===== src/rtl/switch_reader.sv =====
// -----------------------------------------------------------------------------
// switch_reader
//
// Reads WIDTH raw DIP switch / button pins. Each pin passes through its own
// synchronizer, and the synchronized vector is then debounced as one unit.
// The block presents:
//   - a clean registered switch value,
//   - one-cycle rise and fall masks,
//   - a valid/ready change event for the consuming logic.
// It runs in the 48 MHz HSOSC clock domain.
//
// Parameters
//   WIDTH            number of switch inputs
//   SYNC_STAGES      synchronizer flops per bit (>= 2)
//   DEBOUNCE_CYCLES  consecutive identical synchronized samples needed to
//                    accept a new vector (>= 1)
//
// Ports
//   clk        in   system clock (HSOSC)
//   reset      in   asynchronous, active-high reset
//   s          in   raw asynchronous switch pins [WIDTH]
//   s_db       out  debounced switch vector [WIDTH]
//   rose       out  one-cycle pulse per bit that went 0->1 in s_db [WIDTH]
//   fell       out  one-cycle pulse per bit that went 1->0 in s_db [WIDTH]
//   evt_valid  out  a debounced change is pending
//   evt_data   out  s_db value captured at the pending change [WIDTH]
//   evt_ready  in   consumer accepts the event
//   overrun    out  sticky: a pending event was overwritten before acceptance
//
// Build option
//   SWITCH_READER_OVERRUN_EN  When this macro is defined, overrun is a sticky
//                             register. When it is undefined, overrun is tied
//                             to 0.
// -----------------------------------------------------------------------------
module switch_reader #(
  parameter int WIDTH           = 4,
  parameter int SYNC_STAGES     = 2,
  parameter int DEBOUNCE_CYCLES = 240000
) (
  input  logic             clk,
  input  logic             reset,
  input  logic [WIDTH-1:0] s,
  output logic [WIDTH-1:0] s_db,
  output logic [WIDTH-1:0] rose,
  output logic [WIDTH-1:0] fell,
  output logic             evt_valid,
  output logic [WIDTH-1:0] evt_data,
  input  logic             evt_ready,
  output logic             overrun
);

  localparam int CW = $clog2(DEBOUNCE_CYCLES + 1);

  localparam logic [0:0] ST_STABLE = 1'b0;
  localparam logic [0:0] ST_SETTLE = 1'b1;

  localparam logic [CW-1:0] CNT_ONE  = CW'(1);
  localparam logic [CW-1:0] CNT_LAST = CW'(DEBOUNCE_CYCLES - 1);

  // Synchronizer: stage 0 samples the pins. The last stage is s_sync.
  logic [SYNC_STAGES-1:0][WIDTH-1:0] r_sync;
  logic [WIDTH-1:0]                  w_s_sync;

  logic [0:0]       r_state;
  logic [WIDTH-1:0] r_cand;
  logic [CW-1:0]    r_count;

  logic [0:0]       w_state_nxt;
  logic [WIDTH-1:0] w_cand_nxt;
  logic [CW-1:0]    w_count_nxt;
  logic             w_accept;
  logic [WIDTH-1:0] w_accept_val;

  assign w_s_sync = r_sync[SYNC_STAGES-1];

  // NOTE: the synchronizer flops are cleared by reset like every other state
  // element, so a reset mid-bounce cannot leave stale pin history behind.
  always_ff @(posedge clk or posedge reset) begin
    if (reset) begin
      r_sync <= '0;
    end else begin
      // NOTE: non-blocking assignments make every stage capture the value
      // from before the edge. That is what makes this a shift chain rather
      // than a single flop.
      r_sync <= {r_sync[SYNC_STAGES-2:0], s};
    end
  end

  // Debounce next-state logic.
  // r_count holds the length of the current run of identical samples equal
  // to r_cand. An acceptance happens on the DEBOUNCE_CYCLES-th sample.
  always_comb begin
    // NOTE: every output of this block gets a default first, so no path can
    // infer a latch.
    w_state_nxt  = r_state;
    w_cand_nxt   = r_cand;
    w_count_nxt  = r_count;
    w_accept     = 1'b0;
    w_accept_val = r_cand;

    case (r_state)
      ST_STABLE: begin
        w_count_nxt = '0;
        if (w_s_sync != s_db) begin
          w_cand_nxt = w_s_sync;
          if (DEBOUNCE_CYCLES == 1) begin
            w_accept     = 1'b1;
            w_accept_val = w_s_sync;
          end else begin
            w_count_nxt = CNT_ONE;
            w_state_nxt = ST_SETTLE;
          end
        end
      end

      default: begin  // ST_SETTLE
        if (w_s_sync == s_db) begin
          // The input bounced back to the accepted value, so drop the
          // candidate without raising an event.
          w_count_nxt = '0;
          w_state_nxt = ST_STABLE;
        end else if (w_s_sync != r_cand) begin
          // Any bit moved, including a partial multi-bit change.
          // Restart the run with the new value as the candidate.
          w_cand_nxt  = w_s_sync;
          w_count_nxt = CNT_ONE;
        end else if (r_count == CNT_LAST) begin
          w_accept     = 1'b1;
          w_accept_val = r_cand;
          w_count_nxt  = '0;
          w_state_nxt  = ST_STABLE;
        end else begin
          w_count_nxt = r_count + CNT_ONE;
        end
      end
    endcase
  end

  always_ff @(posedge clk or posedge reset) begin
    if (reset) begin
      r_state   <= ST_STABLE;
      r_cand    <= '0;
      r_count   <= '0;
      s_db      <= '0;
      rose      <= '0;
      fell      <= '0;
      evt_valid <= 1'b0;
      evt_data  <= '0;
    end else begin
      r_state <= w_state_nxt;
      r_cand  <= w_cand_nxt;
      r_count <= w_count_nxt;

      // rose and fell are pulses, so they return to zero unless an
      // acceptance happens on this edge.
      rose <= '0;
      fell <= '0;
      if (w_accept) begin
        s_db <= w_accept_val;
        rose <= w_accept_val & ~s_db;
        fell <= ~w_accept_val & s_db;
      end

      // A new acceptance has priority over a handshake. The newest value
      // always wins, and valid stays high.
      if (w_accept) begin
        evt_valid <= 1'b1;
        evt_data  <= w_accept_val;
      end else if (evt_valid && evt_ready) begin
        evt_valid <= 1'b0;
      end
    end
  end

`ifdef SWITCH_READER_OVERRUN_EN
  logic r_overrun;

  always_ff @(posedge clk or posedge reset) begin
    if (reset) begin
      r_overrun <= 1'b0;
    end else if (w_accept && evt_valid && !evt_ready) begin
      r_overrun <= 1'b1;
    end else if (evt_valid && evt_ready && !w_accept) begin
      r_overrun <= 1'b0;
    end
  end

  assign overrun = r_overrun;
`else
  assign overrun = 1'b0;
`endif

endmodule


===== config.mk =====
export PLATFORM = sky130hd
export DESIGN_NAME = switch_reader
export DESIGN_NICKNAME = d
export VERILOG_FILES = /design/src/rtl/switch_reader.sv
export SDC_FILE = /design/constraint.sdc
export NUM_CORES = 1
export LEC_CHECK = 0
export CAP_MARGIN = 5
export CORE_MARGIN = 3
export CORE_UTILIZATION = 57
export CTS_CLUSTER_SIZE = 16
export DETAILED_ROUTE_END_ITERATION = 10
export PLACE_DENSITY = 0.92
export REMOVE_ABC_BUFFERS = 1
export SYNTH_ARGS = -nofsm -noshare
export SYNTH_HDL_FRONTEND = slang
export SYNTH_SLANG_ARGS = --single-unit

===== constraint.sdc =====
create_clock -name clk -period 3.7 [get_ports clk]
set_input_delay 0.74 -clock clk [delete_from_list [all_inputs] [get_ports clk]]
set_output_delay 0.74 -clock clk [all_outputs]
set_load 0.01 [all_outputs]

# --- Yosys cells after proc, flatten, opt, wreduce, memory -nomap -nowiden ---
# Cells that the tools add are included.
op_classes:
  add_sub_neg: 1
  multipliers: 0
  n_div: 0
  n_lt_le_gt_ge: 0
  eq_ne: 6
  shift: 0
  mux: 22
  bitwise_logic: 4
  reduce_logical: 4
ops:
  columns: ["cell", "count"]
  rows:
  - ["$mux W18", 4]
  - ["$mux W4", 6]
  - ["$add A18 B1 Y18 const B", 1]
  - ["$eq A18 B18 Y1 const B", 1]
  - ["$mux W1", 12]
  - ["$and A4 B4 Y4", 2]
  - ["$ne A4 B4 Y1", 2]
  - ["$not A4 Y4", 2]
  - ["$eq A4 B4 Y1", 1]
  - ["$reduce_bool A2 Y1", 2]
  - ["$reduce_and A3 Y1", 1]
  - ["$ne A2 B1 Y1 const B", 1]
  - ["$ne A2 B2 Y1 const B", 1]
  - ["$logic_and A1 B1 Y1", 1]
word_totals:
  reg_bits: 44
  latchBits: 0
  ramBits: 0
  rom_bits: 0
  inputBits: 7
  output_inout_bits: 18
  wordCells: 46
  mem_count: 0

# --- Depth between registers and ports, before layout ---
logic_depth:
  word_depth: 6
  depth_mapped: 8
  depth_no_buf: 6

# --- Least setup slack after synthesis ---
# OpenSTA, ideal clock, no wires.
synth_timing:
  kind: "register -> register"
  from: "reg r_count[0]"
  to: "reg r_count[15]"
  setup_ns: 0.072
  t_arrival_ns: 1.871
  t_required_ns: 3.628
  slack_ns: 1.757
  stages_incl_launch_ff: 9
  path_buffers: 2
  period_less_slack_ns: 1.943
  path_cell_list: "dfrtp_1 ha_1 and4_4 and2_4 and3_4 or3b_1 buf_6 buf_8 nor2_1"
synth_between:
  elab_chain_cells: 5
  word_cells_on_any_way: 6
  cone_classes: "1 x add/sub; 1 x eq/ne; 4 x mux"
synth_lines:
  columns: ["item", "line_no", "rtl"]
  rows:
  - ["start, declared", "66", "logic [CW-1:0] r_count;"]
  - ["start signal, assigned", "152", "r_count <= w_count_nxt;"]
  - ["$add A18 B1 Y18 / $eq A18 B18 Y1 (equally long branches)", "133, 127", null]
  - ["$mux W18 (*)", "127", "end else if (r_count == CNT_LAST) begin"]
  - ["$mux W18 (*)", "122", "end else if (w_s_sync != r_cand) begin"]
  - ["$mux W18 (*)", "117", "if (w_s_sync == s_db) begin"]
  - ["$mux W18 (*)", "101", "case (r_state)"]
  - ["named net w_count_nxt[15]", "70", "logic [CW-1:0] w_count_nxt;"]
# The timed path passes the listed nets; every way through them passes the cells marked *.
# A chain may end at the register's enable or synchronous reset.

# --- Final worst setup path ---
layout_timing:
  from: "reg r_count[0]"
  to: "reg evt_data[0]"
layout_between:
  elab_chain_cells: 5
layout_lines:
  columns: ["item", "line_no", "rtl"]
  rows:
  - ["$eq A18 B18 Y1", "127", null]
  - ["$mux W1", "127", null]
  - ["$mux W1", "122", null]
  - ["$mux W1", "117", null]
  - ["$mux W1", "101", null]
  - ["end signal, assigned", "168", "evt_data <= w_accept_val;"]
  - ["end, declared", "47", "output logic [WIDTH-1:0] evt_data,"]
# Every way passes these cells.

==> results.md <==
- Post-Route WL: 3400 um
- Routability cong.: 0.834
- GRT overflow: 0
- GRT Overall Usage: 0.193
- Die Height: 64.0 um
- Number of routed nets with antenna violations: 0
- FFs w/ async S/R, synth: 1.00
- Initial Utilization: 0.613
- Final Cycle Share: 0.593
- Syn-to-layout area delta: 14.4%
- P_leak: 0.931 nW
- CP Capture Point: evt_data[0]$_DFFE_PP0P_
- Fin. Hold Viols: 0
- Crit start category: register
- Clk_lat worst skew: 360 ps
- Final Critical Period: 2190 ps
- Post-CTS Setup Bufs: 0
- Clk buf depth: 2
- Power per cell area: 362 nW/um2
- Vias in the first global route: 1233
- Hpwl dp: 2450 um
- Post-cts sizing count: 0
- Status: complete, no violations
- Mean Syn Cell Area: 12.0 um2
- Remaining DRCs: 0
- Layout cell share with drive strength beyond 1: 0.120
- Worst EP required: 3960 ps
- Number of synthesized flops with an enable pin: 0
- Cell accounting for the most synthesized area: dfrtp_1
- Crit Path Max Fanout: 13
- Crit end category: register
- Initial drt markers: 70
- Reg-to-reg slack, setup: 1510 ps
- Placed Instances: 220
- Ant diodes: 0
- WL/cell: 14.9 um
- Vias/cell: 5.39
- Final clock skew: 16.5 ps
- Crit path kind: reg2reg
- Peak supply drop: 232 uV
- Max_slew headroom: 0.621
- Synthesized cell area: 1920 um2
- First-pass DRT Iterations: 4
- Synth warn: 0
- Hold-fix buffers at CTS: 0
- Num CTS Buffers: 5
- Arrival time worst endpoint: 2450 ps
- RSZ-0062 raised after global routing: no
- I/O pin count: 25
- Largest net degree at the start of global routing: 45
- R2r endpoint: evt_data[0]$_DFFE_PP0P_
- Final Util: 0.701
- Synth top cells by count: dfrtp_1, nor2_1, xor2_1
- Flops & latches, synth: 44
- Crit Reg-Reg Startpoint: r_count[0]$_DFF_PP0_
- Max Cap Viol: 0
- Core Area: 3130 um2
- First-pass GRT wire length: 5950 um
- Synth unique cells: 35
- Synth Flop Type: dfrtp_1
- Top-count cell post-synth: dfrtp_1
- Full die area: 4090 um2
- Sequential cell area fraction in the yosys report: 0.574
- Root buffer cell: clkbuf_4
- Port bufs: 23
- Synth top area share: 0.574
- Vias: 1229
- Horiz. Die Dim: 64.0 um
- Fmax: 0.456 GHz
- HP Class: reg2reg
- Fin cells: 228
- Clock slew at reported path FFs: 130 ps
- Final max-slew violation count: 0
- CTS tree: yes
- Worst Setup SP: r_count[0]$_DFF_PP0_
- Syn Inst Count: 160
- Endpoints failing setup: 0
- H-Tree Depth: 2
- Worst Max-Slew Pin Slew: 569 ps
- Total Nets Final: 191
- Initial antenna violation count: 0
- Total design power: 0.000795 W
- Worst reg2reg path depth: 6
- Setup TNS: 0 ps
- Row cnt: 20
- Sink Count: 44
- Top cells by area, synth: dfrtp_1, xor2_1, nor2_1, mux2_2, nor3b_1
## routing by layer
metal	up-vias	global-route usage	share of wire
li1	580	-	-
met1	601	0.236	0.40
met2	39	0.324	0.51
met3	9	0.0475	0.056
met4	0	0.0809	0.025
met5	-	0	0
## per-stage QoR
stage          hold slack, ps  worst slack [ps]  instance area (um2)
2_1_floorplan             331              1710                 1840
3_3_place_gp              332              1600                 2130
3_5_place_dp              338              1530                 2130
4_1_cts                   363              1510                 2190
5_1_grt                   372              1340                 2190
6_report                  364              1510                 2190
## worst min-delay path by stage
| stage | from | end | slack (ps) | depth (start not counted) |
|---|---|---|---|---|
| 6_report | r_sync[0]$_DFF_PP0_ | w_s_sync[0]$_DFF_PP0_ | 360 | 0 |
| 3_3_place_gp | r_sync[2]$_DFF_PP0_ | w_s_sync[2]$_DFF_PP0_ | 330 | 0 |
| 4_1_cts | r_sync[0]$_DFF_PP0_ | w_s_sync[0]$_DFF_PP0_ | 360 | 0 |
| 3_5_place_dp | r_sync[0]$_DFF_PP0_ | w_s_sync[0]$_DFF_PP0_ | 340 | 0 |
| 5_1_grt | r_sync[1]$_DFF_PP0_ | w_s_sync[1]$_DFF_PP0_ | 370 | 0 |
| 2_1_floorplan | r_sync[0]$_DFF_PP0_ | w_s_sync[0]$_DFF_PP0_ | 330 | 0 |
## where the power goes
| group | total [W] | internal [W] | switching [W] |
|---|---|---|---|
| sequential | 0.000503 | 0.000492 | 0.0000112 |
| clock | 0.000240 | 0.0000939 | 0.000146 |
| combinational | 0.0000517 | 0.0000226 | 0.0000291 |
## flip-flops by register name (all words and copies together) (netlist names)
name,flops
evt_valid,1
r_sync,4
w_s_sync,4
r_cand,4
rose,4
r_state,1
r_count,18
evt_data,4
fell,4
## cells in the final DEF (no fill, tap or decap), types with 3 or more instances in the layout
cell	n
nand2_1	3
clkbuf_4	5
dfrtp_1	44
nor3b_1	7
xor2_1	15
nand4_1	6
xnor2_1	6
nand3_1	8
mux2_2	6
clkdlybuf4s50_1	23
nor3_1	3
nor2_1	22
o21ai_0	3
inv_1	7
## kinds of logic (layout without fill, tap and decap cells)
group | count (synthesis) | count (layout) | synth area share
buffers and inverters | 15 | 39 | 0.0529
xor gates and xnor gates | 21 | 21 | 0.0960
DFF | 44 | 44 | 0.574
adders and majority gates | 1 | 1 | 0.00653
muxes | 7 | 7 | 0.0431
other | 1 | 1 | 0.00196
AOI/OAI and AO/OA | 8 | 8 | 0.0339
and+or+nand+nor | 63 | 63 | 0.191
## layout make-up
| cell class | instances | area [um2] |
|---|---|---|
| sequential | 44 | 1100 |
| fill | 205 | 935 |
| multi-input combinational | 101 | 714 |
| timing repair buffer | 24 | 238 |
| clock buffer | 8 | 58.8 |
| tap | 44 | 55.1 |
| inverter | 7 | 26.3 |
## critical path: stages, from the launching register on
cell and delay, ps:
dfrtp_1 420, ha_1 230, and4_4 270, and2_4 160, and3_4 200, nand3b_1 380, mux2_4 440
Power figures use the tool's default switching activity.
